File: src/rtl/bus_register8_pkg.sv
// Shared datapath constants for storage registers.
// Holds the default datapath width used by tr1/tr2/ALU/PSR registers.
package bus_register8_pkg;

   localparam int DATA_SIZE_DEFAULT = 32;

endpackage

File: src/rtl/bus_register8.sv
// bus_register8: load-enabled storage register with gated output.
// Build option REGISTER8_TRISTATE_EN: idle output is 'z instead of zeros.
module bus_register8
   import bus_register8_pkg::*;
#(
   parameter int data_size = DATA_SIZE_DEFAULT
) (
   input  logic                 clk,
   input  logic                 reset,
   input  logic [data_size-1:0] din,
   input  logic                 load,
   input  logic                 out_en,
   output logic [data_size-1:0] dout
);

   // Power-up value only matters in simulation; silicon relies on reset.
   logic [data_size-1:0] data_q = '0;
   logic [data_size-1:0] data_d;

   // Next state: reset clears, load captures, otherwise hold.
   always_comb begin
      data_d = data_q;
      if (reset) begin
         data_d = '0;
      end else if (load) begin
         data_d = din;
      end
   end

   // State register, updated only on the rising clock edge.
   always_ff @(posedge clk) begin
      data_q <= data_d;
   end

`ifdef REGISTER8_TRISTATE_EN
   // Shared-bus output: release the bus while disabled.
   assign dout = out_en ? data_q : {data_size{1'bz}};
`else
   // Internal-bus output: force zeros while disabled.
   assign dout = out_en ? data_q : {data_size{1'b0}};
`endif

`ifndef SYNTHESIS
   // A captured value must appear one edge after load.
   a_load_capture : assert property (
      @(posedge clk) (!reset && load) |=> (data_q == $past(din))
   );

   // Reset always wins over load.
   a_reset_clear : assert property (
      @(posedge clk) reset |=> (data_q == '0)
   );
`endif

endmodule

File: config.mk
export PLATFORM = sky130hd
export DESIGN_NAME = bus_register8
export DESIGN_NICKNAME = d
export VERILOG_FILES = /design/src/rtl/bus_register8_pkg.sv /design/src/rtl/bus_register8.sv
export SDC_FILE = /design/constraint.sdc
export NUM_CORES = 1
export LEC_CHECK = 0
export CORE_MARGIN = 2
export CORE_UTILIZATION = 43
export CTS_BUF_LIST = sky130_fd_sc_hd__clkbuf_16
export DETAILED_ROUTE_END_ITERATION = 7
export GPL_ROUTABILITY_DRIVEN = 1
export PLACE_DENSITY_LB_ADDON = 0.25
export SYNTH_ARGS = -nofsm -noshare
export SYNTH_HDL_FRONTEND = slang
export SYNTH_SLANG_ARGS = --single-unit
File: constraint.sdc
create_clock -name clk -period 2 [get_ports clk]
set_clock_uncertainty 0.1 [all_clocks]
set_input_delay 0.6 -clock clk [delete_from_list [all_inputs] [get_ports clk]]
set_output_delay 0.6 -clock clk [all_outputs]
set_load 0.01 [all_outputs]
Yosys cells after proc, flatten, opt, wreduce, memory -nomap -nowiden
Index checks and enable logic that the tools add are counted.
Word-level totals
  register bits: 32
  output and inout port bits: 32
Operators by class
  mux-type cells: 1
Operators by type and width (number)
  $mux W32: 1

Depth between registers and ports, before layout
Gate-level depths: netlist (run 1).
  depth after elaboration: 1
  gate-level depth with buffers: 4

Least setup slack after synthesis (run 1)
No wires, ideal clock.
  path kind: input port to output port
  from: input out_en
  to: output dout[0]
  buffers on the path: 1
  stages on the path: 2
  data required time: 1.300 ns
  data arrival time: 0.968 ns
  setup slack: 0.332 ns
  cell sequence: clkbuf_1 -> and2_1
On the way
  cells in the longest elaborated chain, start to end: 1
RTL lines
  start: declaration: line bus_register8.sv:12  | input logic out_en,
  $mux W32: line bus_register8.sv:40  | assign dout = out_en ? data_q : {data_size{1'b0}};
  end: declaration: line bus_register8.sv:13  | output logic [data_size-1:0] dout
Every way passes these cells.

Worst setup path after layout (run 1)
  from: input out_en
  to: output dout[9]
Same word-level chain as after synthesis.

==> impl_results.md, run 1 <==
* Status: finished clean
* Reg power frac at a little over two fifths
* Vias in the first global route at about 1000
* Maximum number of pins on one net before global-route repair at 33
* Initial antenna violation count at 0
* Switch share at a little over a fifth
* Clock Latency Late Sink at 0.26 ns
* Layout area overhead at 56.23%
* Syn. warnings at 0
* Ranking of synthesized cells by area: dfxtp_1 47%, mux2i_1 23%, and2_1 15%
* Power, Total at around 1.6 mW
* Routed wire length per instance at roughly 13 µm
* Relative slew slack at between 80% and 90%
* Post-detailed-route count of antenna-violating nets at 0
* Worst Setup SP: out_en
* Multiplexer share of the synthesized area at between 20% and 30%
* Dpl hpwl at 2.180 mm
* Largest register FFs at 32
* Synth unique cells at 7
* Post-CTS Hold Fix Bufs at 0
* Comb power frac at roughly 15%
* Hold path depth at 2
* Max FO, Critical Path at 16
* RR Startpoint: data_q[12]
* Initial Util at 45.04%
* IO Port Bufs at 67
* Initial DRC Count at 49
* Clock tree buffer depth at 2
* Seq/Total Area, Yosys at a little under half
* Min-delay worst type: flop to flop
* CP required at ~1.3 ns
* Net count, final at roughly 240
* Post-Synthesis Net Count at around 170
* Final setup viols at 0
* Final min period at about 2.0 ns
* Global-route wire length before repair at approximately 5 mm
* Setup bufs post-CTS at 0
* Final Util at 70.37%
* Die width at 60.55 µm
* Hold Path Origin: data_q[2]
* Syn avg cell area at 9.964 µm²
* Root buffer cell: clkbuf_16
* Post-synth top area cell: dfxtp_1
* Routed vias at between 1000 and 1500
* WP data arrival at between 1 and 1.5 ns
* Die area at about 3700 µm²
* Max VDD drop at 0.6384 mV
* CORE AREA at between 3000 and 4000 µm²
* LEAKAGE at roughly 1.0 nW
* Simple-gate share of the synthesized area at about a quarter
* Dpl cell area at approximately 2100 µm²
* Synth Cell Area at 1375 µm²
* Clock slew at reported path FFs at roughly 0.050 ns
* DR pass1 iterations at 4
* Synth Area in Compound Gates at 0%
* Int Pwr at about 1.3 mW
* # H-tree levels at 2
* Sum Neg Setup Slack at 0 ns
* CTS tree: built
* Post-Synth XOR/XNOR Area at 0%
* Slew Limit Fails at 0
* MaxCap Viol Count at 0
* Biggest register: data_q
* Adder-cell share of the synthesized area at 0%
* ANT cells at 0
* Registers with the most flip-flops: data_q (32)
* Num CTS Buffers at 5
* Worst-margin pin slew at between 0.2 and 0.25 ns
* Yosys reg bits at 32
* Power Dens Cells at approximately 750 nW/µm²
* Cells after synthesis at between 100 and 150
* Startpoint types: input pin
* Vias/cell at ~4.6
* Layout cell share with drive strength beyond 1 at 19.81%
* Clk pwr share at around two fifths
* Final hold vios at 0
* Yosys top cell area share at ~47%
* Core Rows at 20
* GRT overflow at 0
* P_sw at about 340 µW
* DRT Wirelength at between 3 and 4 mm
* Routability cong. at approximately 0.71
* Residual DRC at 0
* Setup crit end kind: primary output
* Clk sinks at 32
* Max Fclk at about 500 MHz
* Ports at 68
* Final non-filler cell area at ~2100 µm²
* GRT Util Overall at around a fifth
* Largest family of logic cells by synthesized area: simple AND/OR/NAND/NOR gates
* Kind of critical path: input pin to primary output
* Die Ht at just over 60 µm
* RSZ-0062 raised after global routing: no
* R2R depth at 2
* Period utilisation layout at slightly below 100%
-- layer usage --
layer,up-vias,share of wire [%],track usage (%)
li1,581,-,-
met5,-,0,0
met4,0,0.66,6.522
met2,45,51,31.52
met3,2,8.5,8.742
met1,527,40,22.32
-- cells in the mapped netlist (all sizes together) --
cell type,count
and2,32
dfxtp,32
mux2i,32
nor2,32
clkbuf,6
buf,4
-- path summary, 6_finish.rpt --
kind                end  slack, ns
min           data_q[2]       0.38
min reg2reg   data_q[2]       0.38
max reg2reg  data_q[12]       1.30
max             dout[9]       0.02
-- area by class of cell --
| type | count | area [µm²] |
|---|---|---|
| Clock inverter | 3 | 11.26 |
| Multi-Input combinational cell | 96 | 640.6 |
| Clock buffer | 5 | 125.1 |
| Tap cell | 44 | 55.05 |
| Timing Repair Buffer | 71 | 675.6 |
| Fill cell | 266 | 904.6 |
| Sequential cell | 32 | 640.6 |
-- cells in the final DEF, fill, tap and decap left out, drive strengths merged --
master          n
clkdlybuf4s50  33
and2           32
mux2i          32
nor2           32
dfxtp          32
clkbuf         19
clkdlybuf4s15  14
buf            10
inv             2
clkinv          1
-- through the flow --
stage	hold slack, ns	cells	worst slack [ns]
floorplan	0.3515	138	0.3321
global placement	0.3643	242	-0.6425
detailed placement	0.3741	242	-0.7169
CTS	0.3874	251	0.005359
global route	0.4026	251	0.00003553
finish	0.3802	251	0.01736
-- power groups by stage --
stage / clock network, mW / logic (mW) / registers [mW]
finish: 0.677 / 0.241 / 0.694
floorplan: 0 / 0.124 / 0.701
CTS: 0.687 / 0.250 / 0.694
global placement: 0 / 0.246 / 0.704
detailed placement: 0 / 0.252 / 0.705
global route: 0.737 / 0.259 / 0.697
-- worst max-delay path, stage by stage --
cell	delay, ns
clkbuf_4	0.15
buf_12	0.15
and2_1	0.15
clkdlybuf4s15_1	0.23
-- cell families (layout without fill, tap and decap cells) --
| kind of cell | count (synthesis) | in the layout |
|---|---|---|
| simple gates | 64 | 64 |
| mux | 32 | 32 |
| flops | 32 | 32 |
| buf+inv | 10 | 79 |
-- timing repair --
item	4_1_cts	5_1_grt
gates resized for setup	88	17
setup endpoints to repair	32	16
cloned	1	0
Power figures use the tool's default switching activity.
==> run 2, diff against run 1 <==
CORE_ASPECT_RATIO = 0.8   (was not set)
SLEW_MARGIN = 0   (was not set)
==> run 2 against run 1 <==
  * Via count down 1.0%
  * Global-route usage about the same
  * Cell area down 1.2%
  * Worst hold slack better by 0.0022 ns
  * First-iteration DRC count down 33%
  * Highest routed layer is now met3
==> impl_results.md, run 2 (synthesis gave the netlist of run 1 again) <==
* Biggest register: data_q
* Routed wire length per instance at about 14 µm
* Final min period at slightly below 2 ns
* Root buffer cell: clkbuf_16
* Area occupied by multi-input gates at ~640 µm²
* ANT cells at 0
* Clock slew at reported path FFs at roughly 0.05 ns
* Layout cell share with drive strength beyond 1 at between 20% and 30%
* Max FO, Critical Path at 16
* DRT Wirelength at 3.336 mm
* Vias/cell at ~4.6
* Kind of critical path: input pin to primary output
* Routability cong. at 0.6977
* MaxCap Viol Count at 0
* GRT overflow at 0
* Sum Neg Setup Slack at 0 ns
* Final setup viols at 0
* Hold Slack at about 0.38 ns
* Ports at 68
* Initial DRC Count at 33
* Dpl cells at between 200 and 250
* Largest register FFs at 32
* DR pass1 iterations at 4
* Final non-filler cell area at approximately 2100 µm²
* Num CTS Buffers at 5
* Net count, final at 243
* Clk sinks at 32
* Period utilisation layout at 98.50%
* Initial Util at between 40% and 50%
* Die area at between 3000 and 4000 µm²
* Global-route wire length before repair at around 5.0 mm
* Clock Latency Late Sink at about 0.27 ns
* Commonest non-fill, non-tap cell in the layout: clkdlybuf4s50_1
* Relative slew slack at 84.71%
* Clock tree buffer depth at 2
* Setup crit end kind: primary output
* Slew Limit Fails at 0
* Core Rows at 18
* GRT Util Overall at between 10% and 20%
* RSZ-0062 raised after global routing: no
* CP required at 1.30 ns
* Post-CTS Hold Fix Bufs at 0
* Die width at approximately 67 µm
* Final hold vios at 0
* IO Port Bufs at between 60 and 70
* Max Fclk at a little over 500 MHz
* Layout area overhead at 54.41%
* Most frequent cells in the layout: 33 x clkdlybuf4s50_1, 32 x and2_1, 32 x mux2i_1, 32 x nor2_1, 32 x dfxtp_1
* CTS tree: built
* Post-detailed-route count of antenna-violating nets at 0
* LEAKAGE at roughly 1.0 nW
* Post-route insts no fill at about 250
* Filler cells at around 240
* Die Ht at around 55 µm
* Vias in the first global route at ~1100
* Worst-margin pin slew at approximately 0.23 ns
* Min-delay worst type: flop to flop
* Startpoint types: input pin
* WP data arrival at ~1.3 ns
* Routed vias at about 1100
* Maximum number of pins on one net before global-route repair at 33
* Status: finished clean
* Dpl hpwl at about 2.3 mm
* Max VDD drop at 0.4505 mV
* Dpl cell area at 2057 µm²
* Power, Total at roughly 1.6 mW
* R2R depth at 2
* # H-tree levels at 2
* Initial antenna violation count at 0
* Residual DRC at 0
* Hold path depth at 2
* CORE AREA at 3063 µm²
* Sequential Area at ~640 µm²
* Registers with the most flip-flops: data_q (32)
* Power Dens Cells at 763.3 nW/µm²
## run 2: cell types whose count changed in the layout (fill, tap and decap cells not counted)
cell and change:
buf_2 +5, buf_4 +1, clkbuf_16 +1, clkbuf_2 +2, clkbuf_4 -1, clkdlybuf4s15_1 -1, clkdlybuf4s15_2 -6, clkinv_1 -1
clkinv_2 +1, inv_1 -1
## run 2: report_power, final
group | leakage, nW | switching, mW | internal (mW)
Clock | 0.0709 | 0.237 | 0.445
Combinational | 0.680 | 0.0969 | 0.147
Sequential | 0.264 | 0.0168 | 0.678
## run 2: path summary, 6_finish.rpt
check,slack [ns],startpoint,to
max reg2reg,1.27,data_q[24],data_q[24]
max,0.03,out_en,dout[27]
min reg2reg,0.38,data_q[18],data_q[18]
min,0.38,data_q[18],data_q[18]
## run 2: worst max-delay path: stages
cell,delay [ns]
buf_4,0.15
buf_12,0.15
and2_1,0.15
clkdlybuf4s15_1,0.22
## run 2: cell type report
class | count | area share [%]
repair buffers | 72 | 31.00
flip-flops and latches | 32 | 30.17
multi-input cells | 96 | 30.17
clock buffers | 5 | 5.893
well taps | 40 | 2.357
clock inverters | 2 | 0.4125
## run 2: per-layer routing
metal	track usage (%)	routed length, µm	share of wire [%]	vias to the layer above
li1	-	-	-	581
met1	19.44	1361	41	525
met2	36.96	1743	52	37
met3	7.819	231	6.9	0
met4	5.102	0	0	0
met5	0	0	0	-
## run 2: stage by stage
step / utilization (%) / setup WS (ns)
after floorplan: - / 0.3321
after global placement: 67.16 / -0.6472
after detailed placement: 67.16 / -0.6878
after CTS: 71.08 / 0.004888
after global routing: 69.32 / 0.01211
final: 69.32 / 0.02992
## run 2: repair_timing
| action | 4_1_cts | 5_1_grt |
|---|---|---|
| setup buffers | 0 | 0 |
| setup endpoints to repair | 32 | 21 |
| hold endpoints to repair | 0 | 0 |
| gates cloned | 1 | 1 |
| gates resized for setup | 94 | 18 |
==> run 3, diff against run 2 <==
CORE_UTILIZATION = 40   (was 43)
==> run 3 against run 2 <==
  * Via count shrank 0.44%
  * Fmax shrank 0.55%
  * First-iteration DRC count grew 39%
  * Routed wire length shrank 4.8%
  * Global-route usage shrank 2.2 points
  * Register-to-register slack is essentially flat
  * Clock power grew 2%
  * Final cell count grew 0.81%
  * Critical path depth is the same
  * Non-clock buffer count shrank 1
  * Flip-flop and latch count is the same
==> impl_results.md, run 3 (synthesis gave the netlist of run 1 again) <==
* Die width at 69.55 µm
* Residual DRC at 0
* CP required at between 1 and 1.5 ns
* Root buffer cell: clkbuf_16
* Min-delay worst type: flop to flop
* Crit-path leading delay family: buffers and inverters
* Critical path, cell by cell: clkbuf_4, buf_12, and2_1, clkdlybuf4s15_1
* Final non-filler cell area at about 2200 µm²
* Relative slew slack at approximately 85%
* IO Port Bufs at 67
* DR pass1 iterations at 2
* Ports at 68
* Registers with the most flip-flops: data_q (32)
* Num CTS Buffers at 5
* Slew Limit Fails at 0
* GRT overflow at 0
* Commonest non-fill, non-tap cell in the layout: clkdlybuf4s50_1
* Hold Slack at 0.3828 ns
* ANT cells at 0
* Kind of critical path: input pin to primary output
* Max FO, Critical Path at 16
* Routability cong. at 0.7410
* Vias/cell at 4.570
* RSZ-0062 raised after global routing: no
* Buf/Inv on CP at 3
* Core Rows at 19
* Post-detailed-route count of antenna-violating nets at 0
* Initial DRC Count at 46
* Dpl hpwl at 2.173 mm
* Clock slew at reported path FFs at around 0.050 ns
* Max Fclk at around 500 MHz
* Critical-path top delay cell: clkdlybuf4s15_1
* Final min period at roughly 2.0 ns
* Filler cells at about 300
* Status: finished clean
* CTS tree: built
* Final Util at between 60 and 70%
* Startpoint types: input pin
* Final hold vios at 0
* Layout cell share with drive strength beyond 1 at between 10% and 20%
* Post-route insts no fill at ~250
* Sum Neg Setup Slack at 0 ns
* Routed vias at 1138
* Dpl cell area at approximately 2000 µm²
* Worst-margin pin slew at between 0.2 and 0.25 ns
* Vias in the first global route at between 1000 and 1500
* Power Dens Cells at approximately 750 nW/µm²
* Largest register FFs at 32
* Most frequent cells in the layout: 33 x clkdlybuf4s50_1, 32 x and2_1, 32 x mux2i_1, 32 x nor2_1, 32 x dfxtp_1
* LEAKAGE at just under 1 nW
* GRT Util Overall at between 10% and 20%
* Clock Latency Late Sink at about 0.27 ns
* Period utilisation layout at roughly 99%
* Setup crit end kind: primary output
* Die area at ~3900 µm²
* WP data arrival at about 1.3 ns
* Net count, final at between 200 and 250
* Biggest register: data_q
* MaxCap Viol Count at 0
* DRT Wirelength at approximately 3.2 mm
* Final setup viols at 0
* Clk sinks at 32
* Post-CTS Hold Fix Bufs at 0
* CP peak stage delay at around 0.23 ns
* Setup bufs post-CTS at 0
* Routed wire length per instance at 12.76 µm
* Initial antenna violation count at 0
* Die Ht at between 50 and 60 µm
* Global-route wire length before repair at around 5.3 mm
* # H-tree levels at 2
* Layout area overhead at 57.42%
* Clock tree buffer depth at 2
* Max VDD drop at between 0.4 and 0.5 mV
* Dpl cells at 240
* CORE AREA at between 3000 and 4000 µm²
* Maximum number of pins on one net before global-route repair at 33
* Initial Util at 41.02%
run 3: worst paths after layout:
check | startpoint | end | slack (ns) | cells after the start
setup / recovery | out_en | dout[10] | 0.02 | 4
hold / removal | data_q[17] | data_q[17] | 0.38 | 2
setup reg to reg | data_q[13] | data_q[13] | 1.28 | 2
hold reg to reg | data_q[17] | data_q[17] | 0.38 | 2
run 3: layout make-up:
cell class	count	area, µm²	share of cell area, %
Sequential cell	32	640.6	29.60
Multi-Input combinational cell	96	640.6	29.60
Clock buffer	5	125.1	5.780
Clock inverter	3	13.76	0.6358
Tap cell	42	52.55	2.428
Timing Repair Buffer	71	691.9	31.97
run 3: what timing repair did:
action	4_1_cts	5_1_grt
endpoints found under the hold margin	0	0
pin swaps	0	0
endpoints found under the setup margin	32	16
cloned	1	0
gates resized for setup	84	15
run 3: stage by stage:
stage / power, mW / setup slack, ns
2_1_floorplan: 0.8246 / 0.3321
3_3_place_gp: 0.9500 / -0.6591
3_5_place_dp: 0.9591 / -0.6614
4_1_cts: 1.656 / 0.01029
5_1_grt: 1.701 / 0.0002466
6_report: 1.633 / 0.01899
run 3: routing by layer:
| metal | global-route usage (%) | wire, µm | vias to the layer above |
|---|---|---|---|
| li1 | - | - | 577 |
| met1 | 19.33 | 1359 | 523 |
| met2 | 30.08 | 1624 | 34 |
| met3 | 6.104 | 165 | 4 |
| met4 | 5.042 | 27 | 0 |
| met5 | 0 | 0 | - |
run 3: power breakdown:
part / switching (mW) / leakage (nW) / internal [mW]
sequential: 0.0166 / 0.264 / 0.677
combinational: 0.0947 / 0.656 / 0.148
clock: 0.247 / 0.0710 / 0.450
run 3: worst reg2reg max path: stages, from the launching register on:
cell and delay, ns:
dfxtp_1 0.32, mux2i_1 0.13, nor2_1 0.06
